## config.mk

```make
export PLATFORM = sky130hd
export DESIGN_NAME = regfile_wb_arbiter
export DESIGN_NICKNAME = d
export VERILOG_FILES = /design/src/rtl/regfile_wb_arbiter_pkg.sv /design/src/rtl/regfile_wb_arbiter_wb_fifo.sv /design/src/rtl/regfile_wb_arbiter.sv
export SDC_FILE = /design/constraint.sdc
export NUM_CORES = 1
export LEC_CHECK = 0
export ABC_CLOCK_PERIOD_IN_PS = 4700
export BUFFER_PORTS_ARGS = -buffer_cell sky130_fd_sc_hd__buf_2
export CELL_PAD_IN_SITES_DETAIL_PLACEMENT = 1
export CELL_PAD_IN_SITES_GLOBAL_PLACEMENT = 1
export CORE_MARGIN = 2
export CORE_UTILIZATION = 42
export DETAILED_ROUTE_END_ITERATION = 8
export MAX_ROUTING_LAYER = met4
export PLACE_DENSITY = 0.81
export SETUP_SLACK_MARGIN = 0.5
export SLEW_MARGIN = 10
export SYNTH_ARGS = -nofsm -noshare
export SYNTH_HDL_FRONTEND = slang
export SYNTH_SLANG_ARGS = --single-unit
```

## constraint.sdc

```tcl
create_clock -name clk -period 4.7 [get_ports clk]
set_input_delay 0.47 -clock clk [delete_from_list [all_inputs] [get_ports clk]]
set_output_delay 0.47 -clock clk [all_outputs]
set_load 0.02 [all_outputs]
```

## src/rtl/regfile_wb_arbiter_pkg.sv

```systemverilog
// Shared types for the register-file writeback arbiter.
//   wb_req_t     : one register write (address + data)
//   fifo_entry_t : buffered memory-path write with arbitration age and WAW kill flag
//   PC_ADDR      : destination that is routed to the PC write port
package regfile_wb_arbiter_pkg;

    localparam logic [3:0]  PC_ADDR = 4'hF;
    localparam int unsigned AGE_W   = 4;

    typedef struct packed {
        logic [3:0]  wa;
        logic [31:0] wd;
    } wb_req_t;

    typedef struct packed {
        wb_req_t          req;
        logic [AGE_W-1:0] age;
        logic             kill;
    } fifo_entry_t;

    function automatic logic [15:0] onehot16(input logic [3:0] a);
        logic [15:0] r;
        r    = '0;
        r[a] = 1'b1;
        return r;
    endfunction

endpackage

```

## src/rtl/regfile_wb_arbiter_wb_fifo.sv

```systemverilog
// wb_fifo: circular buffer for memory-path writebacks.
//   push/push_req : enqueue at tail (age=0)
//   pop           : drop head
//   age_inc       : head lost arbitration this cycle (saturates at AGE_MAX)
//   kill_en/wa    : mark every entry with matching address as killed,
//                   including the one pushed in the same cycle
//   head/head_valid/full : head entry and occupancy status
//   addr_vec/live_vec    : per-slot address and occupied-and-not-killed flags
module wb_fifo
    import regfile_wb_arbiter_pkg::*;
#(
    parameter int unsigned DEPTH   = 2,
    parameter int unsigned AGE_MAX = 3
) (
    input  logic               clk,
    input  logic               reset_n,
    input  logic               push,
    input  wb_req_t            push_req,
    input  logic               pop,
    input  logic               age_inc,
    input  logic               kill_en,
    input  logic [3:0]         kill_wa,
    output fifo_entry_t        head,
    output logic               head_valid,
    output logic               full,
    output logic [DEPTH*4-1:0] addr_vec,
    output logic [DEPTH-1:0]   live_vec
);

    localparam int unsigned PW = (DEPTH > 1) ? $clog2(DEPTH) : 1;

    fifo_entry_t   mem [DEPTH];
    logic [PW-1:0] rd_ptr;
    logic [PW-1:0] wr_ptr;
    logic [PW:0]   count;

    always_ff @(posedge clk) begin
        if (!reset_n) begin
            rd_ptr <= '0;
            wr_ptr <= '0;
            count  <= '0;
            for (int unsigned i = 0; i < DEPTH; i++) begin
                mem[PW'(i)] <= '0;
            end
        end else begin
            // Stale slots may also be marked; live_vec masks them by occupancy
            // and a push rewrites the whole slot.
            if (kill_en) begin
                for (int unsigned i = 0; i < DEPTH; i++) begin
                    if (mem[PW'(i)].req.wa == kill_wa) begin
                        mem[PW'(i)].kill <= 1'b1;
                    end
                end
            end
            if (age_inc && mem[rd_ptr].age != AGE_W'(AGE_MAX)) begin
                mem[rd_ptr].age <= mem[rd_ptr].age + 1'b1;
            end
            if (push) begin
                mem[wr_ptr] <= '{req: push_req, age: '0,
                                 kill: kill_en && (push_req.wa == kill_wa)};
                wr_ptr <= wr_ptr + 1'b1;
            end
            if (pop) begin
                rd_ptr <= rd_ptr + 1'b1;
            end
            if (push && !pop) begin
                count <= count + 1'b1;
            end else if (pop && !push) begin
                count <= count - 1'b1;
            end
        end
    end

    assign head       = mem[rd_ptr];
    assign head_valid = (count != '0);
    assign full       = (count == (PW+1)'(DEPTH));

    always_comb begin
        logic [PW-1:0] off;
        off      = '0;
        addr_vec = '0;
        live_vec = '0;
        for (int unsigned i = 0; i < DEPTH; i++) begin
            off                = PW'(i) - rd_ptr;
            addr_vec[i*4 +: 4] = mem[PW'(i)].req.wa;
            live_vec[i]        = ({1'b0, off} < count) && !mem[PW'(i)].kill;
        end
    end

endmodule

```

## src/rtl/regfile_wb_arbiter.sv

```systemverilog
// regfile_wb_arbiter: merges the ALU and memory/multiply writeback paths onto
// the register file write port, redirects R15 to the PC, and reports pending
// writes for RAW-hazard stalls.
//   alu_valid/alu_ready/alu_wa/alu_wd : single-cycle ALU result
//   mem_valid/mem_ready/mem_wa/mem_wd : buffered variable-latency result
//   we3/wa3/wd3                       : registered register-file write
//   pc_we/pc_wd                       : registered PC write (destination 15)
//   pend_mask                         : destinations buffered or in output reg
module regfile_wb_arbiter
    import regfile_wb_arbiter_pkg::*;
#(
    parameter int unsigned FIFO_DEPTH = 2,
    parameter int unsigned AGE_MAX    = 3
) (
    input  logic        clk,
    input  logic        reset_n,
    input  logic        alu_valid,
    output logic        alu_ready,
    input  logic [3:0]  alu_wa,
    input  logic [31:0] alu_wd,
    input  logic        mem_valid,
    output logic        mem_ready,
    input  logic [3:0]  mem_wa,
    input  logic [31:0] mem_wd,
    output logic        we3,
    output logic [3:0]  wa3,
    output logic [31:0] wd3,
    output logic        pc_we,
    output logic [31:0] pc_wd,
    output logic [15:0] pend_mask
);

    fifo_entry_t               head;
    logic                      head_valid;
    logic                      full;
    logic [FIFO_DEPTH*4-1:0]   addr_vec;
    logic [FIFO_DEPTH-1:0]     live_vec;

    logic    head_live;
    logic    force_head;
    logic    alu_fire;
    logic    head_retire;
    logic    fifo_pop;
    logic    win_valid;
    wb_req_t win_req;

    assign head_live   = head_valid && !head.kill;
    assign force_head  = head_live && (head.age == AGE_W'(AGE_MAX));
    assign alu_ready   = !force_head;
    assign mem_ready   = !full;
    assign alu_fire    = alu_valid && alu_ready;
    assign head_retire = head_live && (force_head || !alu_valid);
    // A killed head leaves without using the write slot.
    assign fifo_pop    = head_retire || (head_valid && head.kill);
    assign win_valid   = alu_fire || head_retire;

    always_comb begin
        win_req = head.req;
        if (alu_fire) begin
            win_req = '{wa: alu_wa, wd: alu_wd};
        end
    end

    wb_fifo #(
        .DEPTH   (FIFO_DEPTH),
        .AGE_MAX (AGE_MAX)
    ) u_fifo (
        .clk        (clk),
        .reset_n    (reset_n),
        .push       (mem_valid && mem_ready),
        .push_req   ('{wa: mem_wa, wd: mem_wd}),
        .pop        (fifo_pop),
        .age_inc    (head_live && !head_retire),
        .kill_en    (alu_fire),
        .kill_wa    (alu_wa),
        .head       (head),
        .head_valid (head_valid),
        .full       (full),
        .addr_vec   (addr_vec),
        .live_vec   (live_vec)
    );

    always_ff @(posedge clk) begin
        if (!reset_n) begin
            we3   <= 1'b0;
            wa3   <= '0;
            wd3   <= '0;
            pc_we <= 1'b0;
            pc_wd <= '0;
        end else begin
            we3   <= win_valid && (win_req.wa != PC_ADDR);
            pc_we <= win_valid && (win_req.wa == PC_ADDR);
            if (win_valid && win_req.wa != PC_ADDR) begin
                wa3 <= win_req.wa;
                wd3 <= win_req.wd;
            end
            if (win_valid && win_req.wa == PC_ADDR) begin
                pc_wd <= win_req.wd;
            end
        end
    end

    always_comb begin
        pend_mask = '0;
        for (int unsigned i = 0; i < FIFO_DEPTH; i++) begin
            if (live_vec[i]) begin
                pend_mask = pend_mask | onehot16(addr_vec[i*4 +: 4]);
            end
        end
        if (we3) begin
            pend_mask = pend_mask | onehot16(wa3);
        end
        if (pc_we) begin
            pend_mask[15] = 1'b1;
        end
    end

endmodule
```

==> impl_metrics.tcl, run 1 <==
set metrics [dict create \
    hp-start "mem_wd[7]" \
    fill_cells 2073 \
    synth_nets 812 \
    path_class "reg -> reg" \
    synth-seq-area-share_pct 50.3 \
    leakagePower_nw 3.79 \
    finalSetupTns_ns 0 \
    numPortBuffers 163 \
    synth_edf_count 74 \
    fin_skew_ns 0.0118 \
    dieArea_um2 19500 \
    initialDrtViolationCount 350 \
    track_usage_pct 22.0 \
    ff_latch_area_um2 3880 \
    gp_congestion 0.914 \
    power_density_nw_per_um2 452 \
    crit_buf_inv 2 \
    layout-drive-gt1-share_pct 28.8 \
    wire_per_inst_um 18.6 \
    synth_common_cells "nand2_1 (122), dfxtp_1 (83), and2_1 (81), edfxtp_1 (74), mux2i_1 (71)" \
    ys_ff_latch 157 \
    insertion_delay_ns 0.43 \
    cts.htree.levels 4 \
    antenna_left 0 \
    area_delta_synth_final_pct 19.0 \
    initial_core_util_pct 42.8 \
    clkTransAtPathRegs_ns 0.07 \
    final.period_utilization_pct 67.4 \
    antenna_found_initial 0 \
    cp_data_required_time_ns 5.05 \
    utilization_pct 51.0 \
    finalCriticalPeriod_ns 3.17 \
    crit_path_top_delay_cell "o22ai_4" \
    synth.area.top_cells "edfxtp_1 (29%), dfxtp_1 (22%), mux2i_1 (9.2%)" \
    rsz0062_at_grt "false" \
    dr.pass1.iters 4 \
    worst_slew_pin_slew_ns 1.07 \
    cts-root-buf "clkbuf_16" \
    postSynthCellCount 734 \
    drv_slew 0 \
    clock_sinks 157 \
    slowest_delay_ns 0.71 \
    io_pins 164 \
    ys_types 57 \
    max_slew_margin_pct 28.2 \
    worstPathCellList "buf_4 > mux2_2 > ha_1 > o21ai_2 > o21ai_1 > o22ai_4 > buf_4 > mux2i_1" \
    crit_arrival_ns 3.51 \
    placementRows 49 \
    fin_nets 950 \
    drcViolationCount 0 \
    start_kind "register" \
    synthesis.area_um2 7720 \
    status "finished, final reports clean" \
    multi_input_area_um2 3560 \
    grt_overflow 0 \
    path_max_fanout 32 \
    post_synth.cell_area_avg_um2 10.5 \
    async_reset_ff_share_pct 0 \
    cts_tree "built" \
    yosysMostFrequentCell "nand2_1" \
    via_per_inst 5.31 \
    grt_first_pass_wirelength_mm 32.6 \
    cts_setup_buffers 0 \
    ys.flop_type "dfxtp_1" \
    place_hpwl_mm 13.8 \
    die_h_um 140 \
    peakVddDrop_v 0.000246 \
    critPathTopFamily "compound AO/OA/AOI/OAI gates" \
    yosys_warnings 0 \
    numCtsBuffers 17 \
    diodes 0 \
    setup_viol 0 \
    yosysTopAreaCellShare_pct 28.8 \
    yosysTopAreaCell "edfxtp_1" \
    hold_class "in -> reg" \
    drv_cap 0 \
    endpoint_kind "register" \
    clock_path_buffers 2 \
    dieWidth_um 140 \
    cts_resized 0 \
    crit_top_cell "buf_4" \
    vias 5912 \
    grt_max_degree 88 \
    coreArea_um2 18000 \
    routed_wirelength_mm 20.8 \
    max_freq_ghz 0.316 \
    finalHoldViolations 0 \
    first_global_vias 6149 \
    cts_hold_buf 0 \
]
==> final timing paths <==
path	cells after the start	slack, ns	end
setup / recovery	8	1.53	pc_wd[26]
hold / removal	2	0.32	u_fifo.mem[0][12]
setup reg to reg	8	1.53	pc_wd[26]
hold reg to reg	2	0.45	pc_wd[31]
==> worst register-to-register path, cell delays in order, from the launching register on <==
cell and delay [ns]:
dfxtp_2 0.32, buf_4 0.31, mux2_2 0.42, ha_1 0.24
o21ai_2 0.15, o21ai_1 0.20, o22ai_4 0.71, buf_4 0.47
mux2i_1 0.28
==> through the flow <==
stage	setup slack, ns	hold WS (ns)	cell area, µm²	total power [mW]	instances
final	1.53	0.324	9180	4.15	1114
after global routing	1.32	0.310	9180	4.35	1114
after CTS	1.48	0.310	9180	4.18	1114
after detailed placement	1.55	0.444	8640	2.90	1082
after global placement	1.66	0.441	8640	2.86	1082
after floorplan	1.46	0.444	7720	2.57	734
==> layout make-up <==
cell class,count,share of cell area (%)
inverters,6,0.245
well taps,229,3.12
multi-input cells,518,38.8
repair buffers,172,9.65
flip-flops and latches,157,42.3
clock buffers,23,5.22
clock inverters,9,0.681
==> cell families (layout without fill, tap and decap cells) <==
kind of cell | after synthesis | count (layout) | synth area share [%]
and+or+nand+nor | 300 | 300 | 20.0
DFF | 157 | 157 | 50.3
muxes | 111 | 111 | 15.2
AOI/OAI and AO/OA | 87 | 87 | 8.36
buffers and inverters | 59 | 210 | 3.78
xor gates and xnor gates | 18 | 18 | 2.04
adders and majority gates | 2 | 2 | 0.324
==> layer usage <==
| metal | global-route usage (%) | wire length (µm) |
|---|---|---|
| met2 | 37.3 | 10600 |
| met4 | 5.79 | 201 |
| met5 | - | 0 |
| met1 | 26.6 | 9120 |
| met3 | 4.92 | 880 |
==> power by group <==
part           internal [mW]  switching (mW)  total (mW)
logic                  0.426           0.678        1.10
registers               1.64           0.132        1.77
clock network          0.721           0.553        1.27
total                   2.79            1.36        4.15
==> state kept, by name, indices dropped and copies added, names as in the netlist, named ones only <==
signal and count:
wa3 4, u_fifo.count 2, wd3 32, pc_we 1
pc_wd 32, u_fifo.rd_ptr 1, u_fifo.wr_ptr 1, we3 1
u_fifo.mem 82
==> layout by cell type (no fill, tap or decap), types with 18 or more instances in the layout <==
master     count
and2_1        81
buf_2        162
clkbuf_16     18
dfxtp_1       82
edfxtp_1      74
mux2_2        37
mux2i_1       71
nand2_1      121
nand2b_1      40
o211ai_1      37
No activity file was read; power rests on OpenSTA's default activity.
==> run 2: changes to the inputs <==
ABC_CLOCK_PERIOD_IN_PS = 2650   (was 4700)
CORE_UTILIZATION = 38   (was 42)
PLACE_DENSITY = 0.78   (was 0.81)
clock period = 2.65 ns   (was 4.7 ns; I/O delays follow)
==> impl_metrics.tcl, run 2 (same netlist as run 1, synthesis figures left out) <==
set metrics [dict create \
    status "finished, final reports clean" \
    endpoint_kind "output pin" \
    clock_sinks 157 \
    io_pins 164 \
    track_usage_pct 19.9 \
    pwr-share-comb_pct 30.6 \
    finalHoldViolations 0 \
    cp_data_required_time_ns 2.38 \
    grt_overflow 0 \
    drcViolationCount 0 \
    drv_cap 0 \
    numCtsBuffers 17 \
    setup_viol 0 \
    dieWidth_um 147 \
    wire_per_inst_um 17.6 \
    cts_tree "built" \
    clockPowerShare_pct 30.0 \
    layout-drive-gt1-share_pct 34.3 \
    dieArea_um2 21500 \
    first_global_vias 6206 \
    finalCriticalPeriod_ns 2.16 \
    max_slew_margin_pct 63.0 \
    peakVddDrop_v 0.000421 \
    switching_share_pct 33.3 \
    utilization_pct 49.1 \
    fin_nets 988 \
    grt_first_pass_wirelength_mm 32.8 \
    initialDrtViolationCount 388 \
    antenna_found_initial 0 \
    path_class "reg -> out" \
    path_max_fanout 4 \
    placementRows 52 \
    gp_congestion 0.890 \
    ff_latch_area_um2 3900 \
    numPortBuffers 163 \
    initial_core_util_pct 38.4 \
    area_delta_synth_final_pct 28.0 \
    p_int_mw 5.34 \
    biggestRegsByFlops "u_fifo.mem x82, pc_wd x32, wd3 x32" \
    power.share.sequential_pct 39.4 \
    regMostFlops "u_fifo.mem" \
    power.switching_mw 2.66 \
    final_cell_mix "buf_2 (158), nand2_1 (121), and2_1 (81)" \
    hold_class "in -> reg" \
    cts.htree.levels 4 \
    start_kind "register" \
    worst_slew_pin_slew_ns 0.550 \
    die_h_um 147 \
    dr.pass1.iters 5 \
    insertion_delay_ns 0.43 \
    place_hpwl_mm 13.5 \
    routed_wirelength_mm 21.0 \
    clkTransAtPathRegs_ns 0.07 \
    multi_input_area_um2 3750 \
    final_common_cell "buf_2" \
    cts-root-buf "clkbuf_16" \
    rsz0062_at_grt "true" \
    coreArea_um2 20100 \
    via_per_inst 5.06 \
    vias 6042 \
    crit_arrival_ns 1.90 \
    largest_reg_flops 82 \
    finalSetupTns_ns 0 \
    clock_path_buffers 2 \
    leakagePower_nw 4.08 \
    fin_skew_ns 0.0106 \
    fill_cells 2257 \
    drv_slew 0 \
    antenna_left 0 \
    power_density_nw_per_um2 810 \
    final.period_utilization_pct 81.6 \
    max_freq_ghz 0.463 \
    grt_max_degree 82 \
]
run 2: changes by cell type in the layout (fill, tap and decap cells not counted), sizes merged:
| cell | before | now |
|---|---|---|
| clkbuf | 23 | 19 |
| clkinvlp | 1 | 0 |
| inv | 8 | 13 |
| diode | 0 | 1 |
| bufinv | 0 | 1 |
| clkinv | 6 | 5 |
| buf | 172 | 210 |
run 2: repair_timing:
action | in CTS | in global routing
gates cloned | 0 | 0
hold buffers | 0 | 0
setup endpoints to repair | 91 | 85
buffers inserted | 7 | 24
gates resized for setup | 37 | 22
pin swaps | 1 | 8
run 2: area by class of cell:
type	count	share of cell area, %
Antenna cell	1	0.0253
Clock buffer	19	4.48
Clock inverter	13	1.30
Inverter	6	0.228
Multi-Input combinational cell	518	38.0
Sequential cell	157	39.5
Tap cell	270	3.42
Timing Repair Buffer	210	13.1
run 2: worst paths after layout:
kind                  endpoint  slack [ns]             start  cells after the start
min          u_fifo.mem[1][34]        0.13        mem_wd[29]                      2
max               pend_mask[1]        0.49  u_fifo.mem[1][0]                      4
max reg2reg    u_fifo.count[1]        0.57          register                      8
min reg2reg          pc_wd[12]        0.45         pc_wd[12]                      2
run 2: routing by layer:
layer	GRT usage [%]	up-vias	routed length (µm)
met2	33.3	149	10600
li1	-	2922	-
met4	5.29	0	318
met1	24.5	2948	9230
met5	-	-	0
met3	4.22	23	889
run 2: worst max-delay path, stage by stage, from the launching register on:
cell and delay (ns):
edfxtp_1 0.49, nor2_1 0.23, nand3b_1 0.21, o311ai_1 0.31, buf_2 0.22
run 2: through the flow:
step	setup WS, ns	hold WS [ns]	power [mW]	instances	instance area, µm²
6_report	0.488	0.127	8.00	1194	9880
5_1_grt	0.406	0.109	8.42	1193	9880
4_1_cts	0.481	0.100	7.82	1169	9620
3_5_place_dp	0.374	0.445	5.19	1130	8830
3_3_place_gp	0.453	0.445	5.11	1130	8830
2_1_floorplan	0.502	0.444	4.56	734	7740
run 2: power groups by stage:
stage                     combinational (mW)  clock, mW  sequential, mW
after floorplan                         1.31          0            3.25
after global placement                  1.94          0            3.17
after detailed placement                2.01          0            3.18
after CTS                               2.21       2.46            3.15
after global routing                    2.67       2.55            3.20
final                                   2.45       2.40            3.15
==> run 3: changes to the inputs <==
ABC_CLOCK_PERIOD_IN_PS = 2130   (was 2650)
CORE_UTILIZATION = 42   (was 38)
PLACE_DENSITY = 0.81   (was 0.78)
clock period = 2.13 ns   (was 2.65 ns; I/O delays follow)
==> impl_metrics.tcl, run 3 (same netlist as run 1, synthesis figures left out) <==
set metrics [dict create \
    clock_sinks 157 \
    numCtsBuffers 17 \
    path_class "reg -> reg" \
    slowest_delay_ns 0.40 \
    placementRows 49 \
    cts-root-buf "clkbuf_16" \
    final.period_utilization_pct 104 \
    violations "setup timing" \
    leakagePower_nw 4.77 \
    holdWs_ns 0.0819 \
    endpoint_kind "register" \
    max_slew_margin_pct 54.4 \
    area_delta_synth_final_pct 44.8 \
    insertion_delay_ns 0.44 \
    dp.cells 1107 \
    worstPathCellList "buf_4 > buf_6 > mux2i_4 > o21ai_2 > o21a_4 > buf_12 > buf_16 > mux2_4 > mux2i_1" \
    via_per_inst 5.58 \
    finalSetupTns_ns -0.387 \
    coreArea_um2 18000 \
    crit_arrival_ns 2.56 \
    regMostFlops "u_fifo.mem" \
    drcViolationCount 0 \
    crit_buf_inv 4 \
    critPathTopFamily "multiplexers" \
    drv_slew 0 \
    instances_no_fill 1205 \
    rrSetupSlack_ns -0.09 \
    utilization_pct 62.0 \
    power.total_mw 10.9 \
    cp_data_required_time_ns 2.47 \
    clock_path_buffers 2 \
    drv_cap 0 \
    worst_slew_pin_slew_ns 0.678 \
    start_kind "register" \
    place_area_um2 9030 \
    reg2regPathDepth 9 \
    hold_depth 2 \
    numPortBuffers 163 \
    dieArea_um2 19500 \
    power_density_nw_per_um2 975 \
    crit_path_top_delay_cell "dfxtp_4" \
    fin_nets 1039 \
    cts_hold_buf 0 \
    grt_first_pass_wirelength_mm 37.7 \
    antenna_found_initial 2 \
    peakVddDrop_v 0.000649 \
    place_hpwl_mm 14.5 \
    largest_reg_flops 82 \
    finalHoldViolations 0 \
    die_h_um 140 \
    fill_cells 1864 \
    dieWidth_um 140 \
    ff_latch_area_um2 3900 \
    first_global_vias 6806 \
    gp_congestion 0.854 \
    layout-drive-gt1-share_pct 48.3 \
    cts.htree.levels 4 \
    io_pins 164 \
    final_cell_mix "buf_2 (148), nand2_1 (115), dfxtp_1 (78)" \
    antenna_left 0 \
    vias 6725 \
    rsz0062_at_grt "true" \
    final_common_cell "buf_2" \
    wire_per_inst_um 23.9 \
    hold_class "in -> reg" \
    finalCriticalPeriod_ns 2.22 \
    fin_skew_ns 0.0114 \
    fin_ws_ns -0.0881 \
    dr.pass1.iters 5 \
    status "complete, but fails checks" \
    pre_cts_ws_ns -0.0143 \
    biggestRegsByFlops "u_fifo.mem x82, pc_wd x32, wd3 x32" \
    cts_tree "built" \
    finish.instance_area_um2 11200 \
    initialDrtViolationCount 517 \
    r2r_end "wa3[2]" \
    clkTransAtPathRegs_ns 0.07 \
    hold_end "u_fifo.mem[0][7]" \
    multi_input_area_um2 4180 \
    routed_wirelength_mm 28.8 \
    grt_overflow 0 \
    initial_core_util_pct 42.8 \
    path_max_fanout 7 \
    hp-start "mem_wd[2]" \
    setup_viol 16 \
    grt_max_degree 38 \
    max_freq_ghz 0.451 \
    track_usage_pct 25.5 \
]
-- run 3: changes by cell type in the layout (fill, tap and decap cells not counted), sizes merged --
cell | previous run | this run
clkbuf | 19 | 24
inv | 13 | 12
clkinv | 5 | 6
buf | 210 | 253
clkinvlp | 0 | 2
diode | 1 | 2
nand2 | 122 | 123
-- run 3: worst max-delay path by stage --
stage          cells past startpoint             start  slack (ns)             to
2_1_floorplan                      9          register        0.17      pc_wd[11]
4_1_cts                            5  u_fifo.mem[0][0]        0.04  pend_mask[13]
6_report                           9          register       -0.09         wa3[2]
3_5_place_dp                       7          register       -0.01        wd3[18]
3_3_place_gp                       7          register        0.09       pc_wd[2]
5_1_grt                            9          register       -0.10         wa3[2]
-- run 3: where the power goes --
| group | switching, mW | leakage, nW | total (mW) | internal [mW] |
|---|---|---|---|---|
| clock network | 1.41 | 0.277 | 3.04 | 1.63 |
| logic | 2.08 | 3.03 | 3.88 | 1.80 |
| registers | 0.340 | 1.46 | 3.98 | 3.64 |
-- run 3: final cells by class --
type                            count  area share [%]
Sequential cell                   157            34.9
Timing Repair Buffer              260            19.8
Inverter                            6           0.224
Antenna cell                        2          0.0448
Tap cell                          229            2.56
Clock inverter                     15            1.24
Clock buffer                       17            3.81
Multi-Input combinational cell    519            37.4
-- run 3: repair_timing --
item | CTS | global route
endpoints found under the setup margin | 220 | 220
gates cloned | 8 | 9
buffers inserted | 28 | 19
gates resized for setup | 101 | 127
pin swaps | 32 | 48
-- run 3: layer usage --
metal | track usage, % | wire (µm) | part of all wire (%)
met1 | 29.4 | 11600 | 40
met2 | 45.1 | 15100 | 52
met3 | 4.71 | 1340 | 4.6
met4 | 8.16 | 773 | 2.7
met5 | - | 0 | 0
